$ cat src/rtl/uart_receiver.sv
`default_nettype none
// ============================================================================
//  Module   : uart_receiver
//  Purpose  : UART receiver. It takes an 11-bit frame on a single wire and
//             returns the 8-bit byte. The frame is a start bit (0), 8 data
//             bits LSB first, a parity bit and a stop bit (1). Each bit is
//             sampled at mid-bit using a clock-cycle bit timer.
//  Ports    : clk          - system clock, rising edge
//             rst_n        - asynchronous active-low reset
//             onebit_data  - serial line, idle high, asynchronous to clk
//             data_out     - last received byte (held until next strobe)
//             data_valid   - one-cycle strobe: data_out and flags updated
//             parity_err   - received parity differs from expected
//             frame_err    - stop bit sampled low
//             busy         - receiver is not idle
//  Revision : 1.0 - initial release
// ============================================================================
module uart_receiver #(
  parameter int CLKS_PER_BIT = 5208,  // must be >= 4
  parameter bit PARITY_ODD   = 1'b0   // 0: even parity, 1: odd parity
) (
  input  logic       clk,
  input  logic       rst_n,
  input  logic       onebit_data,
  output logic [7:0] data_out,
  output logic       data_valid,
  output logic       parity_err,
  output logic       frame_err,
  output logic       busy
);

  localparam int TW = $clog2(CLKS_PER_BIT);
  // START samples half a bit in, which places every later sample at mid-bit.
  localparam logic [TW-1:0] HALF_LAST = TW'(CLKS_PER_BIT / 2 - 1);
  localparam logic [TW-1:0] BIT_LAST  = TW'(CLKS_PER_BIT - 1);

  typedef enum logic [2:0] {
    S_IDLE   = 3'd0,
    S_START  = 3'd1,
    S_DATA   = 3'd2,
    S_PARITY = 3'd3,
    S_STOP   = 3'd4,
    S_BREAK  = 3'd5
  } state_t;

  logic          sync1_q, rx_s_q;
  state_t        state_q, state_d;
  logic [TW-1:0] timer_q, timer_d;
  logic [2:0]    idx_q, idx_d;
  logic [7:0]    shift_q, shift_d;
  logic          rx_par_q, rx_par_d;
  logic [7:0]    data_q, data_d;
  logic          valid_q, valid_d;
  logic          perr_q, perr_d;
  logic          ferr_q, ferr_d;

  // The synchronizer resets to 1 so that leaving reset with the line idle
  // does not look like a start edge.
  always_ff @(posedge clk or negedge rst_n) begin
    if (!rst_n) begin
      sync1_q  <= 1'b1;
      rx_s_q   <= 1'b1;
      state_q  <= S_IDLE;
      timer_q  <= '0;
      idx_q    <= 3'd0;
      shift_q  <= 8'h00;
      rx_par_q <= 1'b0;
      data_q   <= 8'h00;
      valid_q  <= 1'b0;
      perr_q   <= 1'b0;
      ferr_q   <= 1'b0;
    end else begin
      sync1_q  <= onebit_data;
      rx_s_q   <= sync1_q;
      state_q  <= state_d;
      timer_q  <= timer_d;
      idx_q    <= idx_d;
      shift_q  <= shift_d;
      rx_par_q <= rx_par_d;
      data_q   <= data_d;
      valid_q  <= valid_d;
      perr_q   <= perr_d;
      ferr_q   <= ferr_d;
    end
  end

  always_comb begin
    state_d  = state_q;
    timer_d  = timer_q + TW'(1);
    idx_d    = idx_q;
    shift_d  = shift_q;
    rx_par_d = rx_par_q;
    data_d   = data_q;
    valid_d  = 1'b0;
    perr_d   = perr_q;
    ferr_d   = ferr_q;

    unique case (state_q)
      S_IDLE: begin
        timer_d = '0;
        if (!rx_s_q) state_d = S_START;
      end
      S_START: begin
        if (timer_q == HALF_LAST) begin
          timer_d = '0;
          if (!rx_s_q) begin
            state_d = S_DATA;
            idx_d   = 3'd0;
          end else begin
            // The line went high again: a glitch. Flags are left unchanged.
            state_d = S_IDLE;
          end
        end
      end
      S_DATA: begin
        if (timer_q == BIT_LAST) begin
          timer_d         = '0;
          shift_d[idx_q]  = rx_s_q;
          if (idx_q == 3'd7) state_d = S_PARITY;
          else               idx_d   = idx_q + 3'd1;
        end
      end
      S_PARITY: begin
        if (timer_q == BIT_LAST) begin
          timer_d  = '0;
          rx_par_d = rx_s_q;
          state_d  = S_STOP;
        end
      end
      S_STOP: begin
        if (timer_q == BIT_LAST) begin
          timer_d = '0;
          data_d  = shift_q;
          perr_d  = rx_par_q != ((^shift_q) ^ PARITY_ODD);
          ferr_d  = !rx_s_q;
          valid_d = 1'b1;
          // If the line is still low it is a break. Wait for it to go high so
          // that the held-low line does not start a new frame.
          state_d = rx_s_q ? S_IDLE : S_BREAK;
        end
      end
      S_BREAK: begin
        timer_d = '0;
        if (rx_s_q) state_d = S_IDLE;
      end
      default: begin
        timer_d = '0;
        state_d = S_IDLE;
      end
    endcase
  end

  assign data_out   = data_q;
  assign data_valid = valid_q;
  assign parity_err = perr_q;
  assign frame_err  = ferr_q;
  assign busy       = (state_q != S_IDLE);

endmodule
`default_nettype wire

$ cat config.mk
export PLATFORM = sky130hd
export DESIGN_NAME = uart_receiver
export DESIGN_NICKNAME = d
export VERILOG_FILES = /design/src/rtl/uart_receiver.sv
export SDC_FILE = /design/constraint.sdc
export NUM_CORES = 1
export LEC_CHECK = 0
export BUFFER_PORTS_ARGS = -buffer_cell sky130_fd_sc_hd__buf_4
export CORE_MARGIN = 2
export CORE_UTILIZATION = 50
export DETAILED_ROUTE_END_ITERATION = 8
export PLACE_DENSITY = 0.77
export SLEW_MARGIN = 20
export SYNTH_ARGS = -nofsm -noshare
export SYNTH_HDL_FRONTEND = slang
export SYNTH_SLANG_ARGS = --single-unit
$ cat constraint.sdc
create_clock -name clk -period 2.8 [get_ports clk]
set_clock_uncertainty 0.1 [all_clocks]
set_input_delay 0.56 -clock clk [delete_from_list [all_inputs] [get_ports clk]]
set_output_delay 0.56 -clock clk [all_outputs]
set_load 0.1 [all_outputs]
Word-level counts from Yosys, hierarchy flattened
Index checks and enable logic that the tools add are counted.
{ "classes": {"reduce_logical": 12, "eq_ne": 18, "n_mux": 23, "n_lt_le_gt_ge": 2, "add_sub_neg": 2} }
{ "op_table": {"columns": ["op", "count"], "rows": [
  ["$mux 3", 12],
  ["$mux 13", 2],
  ["$pmux 13 s2", 1],
  ["$ne 2x2->1 const B", 9],
  ["$pmux 3 s6", 1],
  ["$add 13x1->13 const B", 1],
  ["$eq 13x12->1 const B", 1],
  ["$eq 13x13->1 const B", 1],
  ["$eq 3x3->1 const B", 3],
  ["$bwmux 8", 1],
  ["$reduce_xor 8->1", 1],
  ["$reduce_and 7->1", 1],
  ["$eq 3x2->1 const B", 2],
  ["$pmux 3 s2", 1],
  ["$reduce_and 2->1", 3],
  ["$reduce_and 5->1", 1],
  ["$lt 3x4->1 const B", 1],
  ["$add 3x1->3 const B", 1],
  ["$demux 1 s3", 1],
  ["$eq 3x1->1 const B", 1],
  ["$ge 3x1->1 const B", 1],
  ["$logic_not 3->1", 1],
  ["$mux 1", 3],
  ["$reduce_bool 3->1", 1],
  ["6 further kinds", 6]
]} }
{ "totals": {"input_bits": 3, "regBits": 41} }

Longest topological paths before layout
Gate-level depths: netlist (run 1).
{ "depth": {"depth_word": 5, "depth_mapped": 6} }

Least setup slack after synthesis (run 1)
Ideal clock, no wire load.
{ "synth_timing": {"kind": "register -> register", "start": "reg timer_q[6]", "end": "reg state_q[0]", "arrival_time_ns": 1.890, "setup_slack_ns": 0.685, "path_stages_with_launch": 6, "cell_sequence": "dfrtp_1 -> buf_2 -> or4b_1 -> o41a_1 -> a2bb2oi_2 -> mux2_2"} }
{ "synth_between": {"elab_chain_len": 3, "elab_cells_between_ends": 7, "classes_between": "eq/ne: 6; reduce/logical: 1"} }
{ "synth_rtl": {"columns": ["item", "line", "text"], "rows": [
  ["from (decl)", "48", "logic [TW-1:0] timer_q, timer_d;"],
  ["from (signal assigned)", "76", "timer_q <= timer_d;"],
  ["$eq 13x13->1 or $eq 13x12->1 (tied branches)", null, null],
  ["$ne 2x2->1 (no source line)", null, null],
  ["$reduce_and 7->1 (no source line) (*)", null, null],
  ["to (signal assigned)", "75", "state_q <= state_d;"],
  ["to (decl)", "47", "state_t state_q, state_d;"]
]} }
Mark *: on every way between the ends. The rest lies on a longest branch, timed or not.
A chain may end at the register's enable or synchronous reset.

Worst setup path after layout (run 1)
{ "layout_timing": {"start": "reg timer_q[5]", "end": "reg shift_q[6]"} }
{ "layout_between": {"elab_chain_len": 2} }
{ "layout_rtl": {"columns": ["item", "line", "text"], "rows": [
  ["$eq 13x13->1", "116", "if (timer_q == BIT_LAST) begin"],
  ["$reduce_and 2->1 (no source line)", null, null],
  ["to (signal assigned)", "78", "shift_q <= shift_d;"],
  ["to (decl)", "50", "logic [7:0] shift_q, shift_d;"]
]} }
No other way between the ends.

==> results of run 1 <==
per-layer routing:
| layer | vias to the layer above | GRT usage [%] |
|---|---|---|
| met5 | - | 0 |
| met2 | 23 | 26.9 |
| met3 | 5 | 3.62 |
| met1 | 720 | 24.8 |
| met4 | 0 | 9.00 |
| li1 | 693 | - |
worst max path at each step:
stage | endpoint | slack, ns | from | cells past startpoint
finish | shift_q[6]$_DFFE_PN0P_ | 0.53 | timer_q[5]$_DFF_PN0_ | 4
global route | shift_q[6]$_DFFE_PN0P_ | 0.45 | timer_q[5]$_DFF_PN0_ | 4
CTS | shift_q[6]$_DFFE_PN0P_ | 0.53 | timer_q[5]$_DFF_PN0_ | 4
detailed placement | shift_q[6]$_DFFE_PN0P_ | 0.57 | timer_q[5]$_DFF_PN0_ | 4
global placement | shift_q[7]$_DFFE_PN0P_ | 0.62 | timer_q[7]$_DFF_PN0_ | 4
floorplan | state_q[0]$_DFFE_PN0P_ | 0.69 | timer_q[6]$_DFF_PN0_ | 5
sequential cells by signal (all words and copies together), names as in the netlist:
signal,cells
parity_err,1
data_out,8
rx_s_q,1
rx_par_q,1
data_valid,1
idx_q,3
frame_err,1
timer_q,13
state_q,3
shift_q,8
sync1_q,1
stage by stage:
step	instance area, um^2	instances
2_1_floorplan	2070	185
3_3_place_gp	2220	243
3_5_place_dp	2220	243
4_1_cts	2350	251
5_1_grt	2350	251
6_report	2350	251
power groups by stage:
| stage | combinational [mW] | clock, mW | sequential (mW) |
|---|---|---|---|
| final | 0.0145 | 0.561 | 0.597 |
| after floorplan | 0.00301 | 0 | 0.607 |
| after global placement | 0.0155 | 0 | 0.609 |
| after CTS | 0.0158 | 0.569 | 0.597 |
| after detailed placement | 0.0157 | 0 | 0.609 |
| after global routing | 0.0175 | 0.594 | 0.598 |
cells by family (layout without fill, tap and decap cells):
kind of cell / count (synthesis) / after routing / synth area share, %
and+or+nand+nor: 73 / 73 / 21.1
adders and majority gates: 3 / 3 / 1.81
AOI/OAI and AO/OA: 14 / 14 / 5.07
muxes: 22 / 22 / 11.8
buffers and inverters: 16 / 32 / 3.26
xor gates and xnor gates: 16 / 16 / 7.42
DFF: 41 / 41 / 49.6
layout make-up:
type | count | area [um^2] | area share (%)
multi-input cells | 128 | 978 | 41.6
inverters | 8 | 30.0 | 1.28
flip-flops and latches | 41 | 1030 | 43.7
well taps | 50 | 62.6 | 2.66
repair buffers | 16 | 120 | 5.10
clock inverters | 3 | 65.1 | 2.76
clock buffers | 5 | 68.8 | 2.92
layout by cell type (no fill, tap or decap), types with 4 or more instances in the layout:
master     n
nand4_1   11
inv_1      8
nand3_1    7
xnor2_1    9
nand2_1    8
dfrtp_1   39
clkbuf_8   5
xor2_1     6
nor2_1    15
mux2_2    18
a21oi_1    4
buf_4     16
==> metrics.md, run 1 <==
| Metric | Value |
|---|---|
| Status | finished, final reports clean |
| Achievable clock frequency | 440 MHz |
| Post-Route Setup TNS | 0 ns |
| Post-synth ARST share | 100% |
| Total number of yosys warnings | 0 |
| Final setup fails | 0 |
| Overall Power | 1.17 mW |
| Max clock buf depth | 2 |
| Worst-Margin Slew | 0.594 ns |
| Worst min-delay path category | input port to async pin |
| R2R cell count | 4 |
| Post-synthesis cell type count | 46 |
| Number of H-tree levels | 2 |
| CTS tree | done |
| Total gr overflow | 0 |
| First-pass GRT wire length | 6260 um |
| DIE AREA | 4680 um^2 |
| Largest net degree at the start of global routing | 42 |
| Iteration-0 DRC Markers | 86 |
| Slowest CP cell | or4_1 |
| Yosys reg bits | 41 |
| Met2 wire len | 1700 um |
| RR Startpoint | timer_q[5]$_DFF_PN0_ |
| Critical path arrival | 2.36 ns |
| Sequential share of power | 50.9% |
| Buf/Inv on CP | 0 |
| CTS root buf | clkbuf_8 |
| Mapped cell area | 2070 um^2 |
| Hold Slack | 0.132 ns |
| Nets | 206 |
| Layout cells sized above 1 | 25.9% |
| Combinational share of power | 1.2% |
| Post-CTS sizing | 0 |
| Psw | 0.221 mW |
| Routed wl met3 | 110 um |
| Die W | 68.4 um |
| Post-synth top area share | 47.0% |
| Sink Count | 41 |
| CTS Hold Buffers Added | 0 |
| Post-Synthesis Net Count | 191 |
| Slew Viols, Final | 0 |
| Vias per inst | 5.74 |
| EDFF count, synth | 0 |
| Dpl ws | 0.568 ns |
| R2R Setup Slk | 0.53 ns |
| Switch share | 18.9% |
| Post-layout util | 58.8% |
| DR top layer | met4 |
| Final worst slack | 0.528 ns |
| DRT antenna net count | 0 |
| Clk_lat worst skew | 0.30 ns |
| # rows | 23 |
| Top-count cell post-synth | dfrtp_1 |
| Pwr per Cell Area | 498 nW/um^2 |
| Cell taking the most area after synthesis | dfrtp_1 |
| Delay-heaviest family, CP | simple AND/OR/NAND/NOR gates |
| Post-CTS Setup Repair Bufs | 0 |
| DRT Pass-1 Iters | 4 |
| GPL Wtd Cong | 0.847 |
| RR Endpoint | shift_q[6]$_DFFE_PN0P_ |
| # port buffers | 14 |
| Crit Path Max Fanout | 7 |
| Ant diodes | 0 |
| Die Y | 68.4 um |
| Final Hold Viols | 0 |
| VDD IR max | 0.240 mV |
| Crit. End Element | flip-flop |
| Antenna violations before repair | 0 |
| Ys flop type | dfrtp_1 |
| Clk pwr share | 47.8% |
| Number of remaining DRC errors | 0 |
| Total core area | 4000 um^2 |
| HPWL after DPL | 2570 um |
| Setup CP Type | flip-flop to flip-flop |
| Slowest stage delay, CP | 0.60 ns |
| Tcrit/Tclk final | 81.1% |
| WL final | 3670 um |
| Vias in the first global route | 1,381 |
| Syn Inst Count | 185 |
| Max-Cap Viols | 0 |
| RSZ-0062 raised after global routing | no |
| Min Tclk post-route | 2.27 ns |
| Routed vias | 1,441 |
| Crit start category | flip-flop |
| Seq/Total Area, Yosys | 49.6% |
| Ranking of synthesized cells by area | dfrtp_1, mux2_2, xnor2_1, nand4_1, nor2_1 |
| Most frequent cells after synthesis | dfrtp_1, mux2_2, nor2_1 |
| Worst Path Required | 2.89 ns |
| Gr usage total | 18.0% |
| FILL cells | 338 |
| Max transition margin | 60.2% |
| Leak | 1.06 nW |
| TritonCTS Buffers | 5 |
| CP cell instances | nand4bb_1 > or4_1 > nor4_1 > mux2_2 |
| Clock-pin slew on the worst setup and hold paths | 0.09 ns |
| Total internal power | 0.951 mW |
| WL met1 | 1830 um |
| Io pins | 15 |
| Avg Cell Area, Syn | 11.2 um^2 |
| Initial Util | 51.9% |
| Area growth from synthesis to layout | 13.5% |
| DR WL/cell | 14.6 um |
No activity file was read; power rests on OpenSTA's default activity.
==> inputs of run 2 (changes only) <==
Settings changed: ABC_AREA set to 1.
Clock period 2.8 ns to 2.1 ns, I/O delays scaled along.
==> run 2 against run 1 <==
The run now ends with hold timing left. Non-clock buffer count is the same. Combinational power grew 50%. Synthesized cell count grew 63%. Via count grew 33%. Worst hold slack lost 0.14 ns. Sequential power grew 33%. Largest cell class is now multi-input combinational cells. Highest routed layer unchanged.
==> metrics.md, run 2 <==
| Metric | Value |
|---|---|
| Status | complete, but fails checks |
| Violated checks | hold timing |
| First-pass GRT wire length | 7620 um (+22%) |
| Top-count cell post-synth | nand2_1 |
| Post-synth ARST share | 100% (unchanged) |
| Crit start category | flip-flop |
| Post-layout util | 57.8% (-1.1 points) |
| Max FFs per register | 13 (unchanged) |
| Crit. End Element | flip-flop |
| R2R Setup Slk | 0.27 ns (-0.26 ns) |
| # port buffers | 14 (unchanged) |
| Seq/Total Area, Yosys | 44.9% (-4.7 points) |
| Iteration-0 DRC Markers | 112 (+30%) |
| Max transition margin | 66.1% (+5.9 points) |
| DIE AREA | 5140 um^2 (+9.9%) |
| CP cell instances | ha_1 > nand2_1 > inv_2 > nand2_1 > nor2_1 > nand2_1 > nand2_1 > buf_4 > nand4_1 > nand2_1 |
| Post-Synthesis Net Count | 308 (+61%) |
| Max-Cap Viols | 0 (unchanged) |
| Layout cells sized above 1 | 13.4% (-12 points) |
| Most frequent cells in the layout | nand2_1, inv_1, dfrtp_1 |
| Sink Count | 41 (unchanged) |
| Leak | 1.30 nW (+23%) |
| Clock-pin slew on the worst setup and hold paths | 0.08 ns (about the same) |
| RR Endpoint | state_q[2]$_DFFE_PN0P_ |
| Delay-heaviest family, CP | simple AND/OR/NAND/NOR gates |
| Number of H-tree levels | 2 (unchanged) |
| Largest reg by FF count | timer_q |
| Yosys reg bits | 41 (unchanged) |
| Avg Cell Area, Syn | 7.59 um^2 (-32%) |
| Total core area | 4380 um^2 (+9.6%) |
| Slowest stage delay, CP | 0.41 ns (-0.19 ns) |
| HPWL after DPL | 3280 um (+28%) |
| Pwr per Cell Area | 518 nW/um^2 (+3.9%) |
| Largest net degree at the start of global routing | 42 (unchanged) |
| Setup CP Type | flip-flop to flip-flop |
| Worst Path Required | 2.23 ns (-0.66 ns) |
| Ranking of synthesized cells by area | dfrtp_1, nand2_1, inv_1, nand3_1, nor2_1 |
| DR WL/cell | 11.7 um (-20%) |
| Post-synthesis cell type count | 29 (-37%) |
| Slowest CP cell | dfrtp_1 |
| Post-synth top area share | 42.6% (-4.5 points) |
| CTS Hold Buffers Added | 0 (unchanged) |
| Routed vias | 1,923 (+33%) |
| Final Hold Viols | 15 (+15) |
| CTS tree | done |
| Buf/Inv on CP | 2 (+2) |
| VDD IR max | 0.250 mV (+3.9%) |
| Total number of yosys warnings | 0 (unchanged) |
| Area growth from synthesis to layout | 10.5% |
| Tcrit/Tclk final | 87.3% (+6.2 points) |
| CP endpoint | state_q[2]$_DFFE_PN0P_ |
| Critical path arrival | 1.96 ns (-0.40 ns) |
| Syn Inst Count | 302 (+63%) |
| Worst min-delay path category | input port to async pin |
| Achievable clock frequency | 545 MHz (+24%) |
| Antenna violations before repair | 0 (unchanged) |
| Mapped cell area | 2290 um^2 (+10%) |
| CP most frequent cell | nand2_1 |
| Most frequent cells after synthesis | nand2_1, dfrtp_1, inv_1 |
| DRT antenna net count | 0 (unchanged) |
| Min Tclk post-route | 1.83 ns (-0.438 ns) |
| DRT Pass-1 Iters | 4 (unchanged) |
| CTS root buf | clkbuf_8 |
| Ant diodes | 0 (unchanged) |
| Post-CTS Setup Repair Bufs | 0 (unchanged) |
| Overall Power | 1.31 mW (+12%) |
| Initial Util | 52.3% (+0.42 points) |
| Critical path launch point | timer_q[0]$_DFF_PN0_ |
| Vias per inst | 5.16 (-10%) |
| Slew Viols, Final | 0 (unchanged) |
| Total gr overflow | 0 (unchanged) |
| Number of cells on the critical path | 10 (+6) |
| Post-CTS sizing | 0 (unchanged) |
| Die W | 71.7 um (+4.8%) |
| Worst-Margin Slew | 0.508 ns (-0.0861 ns) |
| Final setup fails | 0 (unchanged) |
| EDFF count, synth | 0 (unchanged) |
| TritonCTS Buffers | 5 (unchanged) |
| Post-Route Setup TNS | 0 ns (unchanged) |
| Hold Slack | -0.00792 ns (-0.140 ns) |
| Vias in the first global route | 1,693 (+23%) |
| Number of remaining DRC errors | 0 (unchanged) |
| Clk_lat worst skew | 0.29 ns (about the same) |
| RSZ-0062 raised after global routing | no |
| Nets | 326 (+58%) |
| # rows | 24 (+4.3%) |
| Cell taking the most area after synthesis | dfrtp_1 |
| Max clock buf depth | 2 (unchanged) |
| Cell total after placement | 365 (+50%) |
| Most common cell after layout, fill and taps aside | nand2_1 |
| Gr usage total | 18.8% (+0.78 points) |
| Crit Path Max Fanout | 8 (+1) |
| RR Startpoint | timer_q[0]$_DFF_PN0_ |
| WL final | 4360 um (+19%) |
| GPL Wtd Cong | 0.964 (+14%) |
| Die Y | 71.7 um (+4.8%) |
| Ys flop type | dfrtp_1 |
| R2R cell count | 10 (+6) |
| Io pins | 15 (unchanged) |
| Non-Filler Instances | 373 (+49%) |
run 2: cell count changes in the layout (fill, tap and decap cells not counted), moves of 9 or more:
cell / change
mux2_2: -18
nand2_1: +83
inv_1: +31
nand3_1: +20
xnor2_1: -9
nor2_1: +14
run 2: worst min-delay path by stage:
| stage | end | slack (ns) | depth (start not counted) | startpoint |
|---|---|---|---|---|
| after floorplan | data_out[0]$_DFFE_PN0P_ | 0.02 | 0 | rst_n |
| after global placement | rx_s_q$_DFF_PN1_ | 0.25 | 0 | sync1_q$_DFF_PN1_ |
| after detailed placement | rx_s_q$_DFF_PN1_ | 0.25 | 0 | sync1_q$_DFF_PN1_ |
| after CTS | timer_q[8]$_DFF_PN0_ | 0.01 | 1 | rst_n |
| after global routing | data_out[7]$_DFFE_PN0P_ | 0.04 | 1 | rst_n |
| final | timer_q[8]$_DFF_PN0_ | -0.008 | 1 | rst_n |
run 2: worst reg2reg max path, stage by stage (launching register included):
cell,delay (ns)
dfrtp_1,0.41
ha_1,0.23
nand2_1,0.09
inv_2,0.08
nand2_1,0.06
nor2_1,0.17
nand2_1,0.09
nand2_1,0.16
buf_4,0.19
nand4_1,0.09
nand2_1,0.09
run 2: area by class of cell:
| type | instances | area, um^2 |
|---|---|---|
| clock buffer | 6 | 72.6 |
| clock inverter | 2 | 10.0 |
| fill | 402 | 1850 |
| inverter | 42 | 158 |
| multi-input combinational | 214 | 1080 |
| sequential | 41 | 1030 |
| tap | 52 | 65.1 |
| timing repair buffer | 16 | 120 |
run 2: stage by stage:
stage                     cell area (um^2)  setup WS, ns
after floorplan                       2300         0.301
after global placement                2450         0.357
after detailed placement              2450         0.272
after CTS                             2530         0.259
after global routing                  2530        0.0462
final                                 2530         0.266
run 2: cell families after synthesis:
logic type / after synthesis / synth area share [%]
AOI/OAI and AO/OA: 33 / 9.06
adders and majority gates: 3 / 1.64
and+or+nand+nor: 173 / 34.2
DFF: 41 / 44.9
buffers and inverters: 47 / 8.30
xor gates and xnor gates: 5 / 1.91
run 2: where the power goes:
group / internal, mW / switching (mW) / total [mW] / leakage [nW]
logic: 0.00283 / 0.0190 / 0.0218 / 0.701
registers: 0.792 / 0.00181 / 0.794 / 0.551
clock network: 0.230 / 0.264 / 0.495 / 0.0450
total: 1.03 / 0.285 / 1.31 / 1.30
run 2: per-layer routing:
layer,wire length (um),vias to the layer above,track usage [%]
li1,-,1000,-
met2,1920,57,28.5
met3,260,5,4.22
met5,0,-,0
met1,2130,861,26.7
met4,51,0,6.50
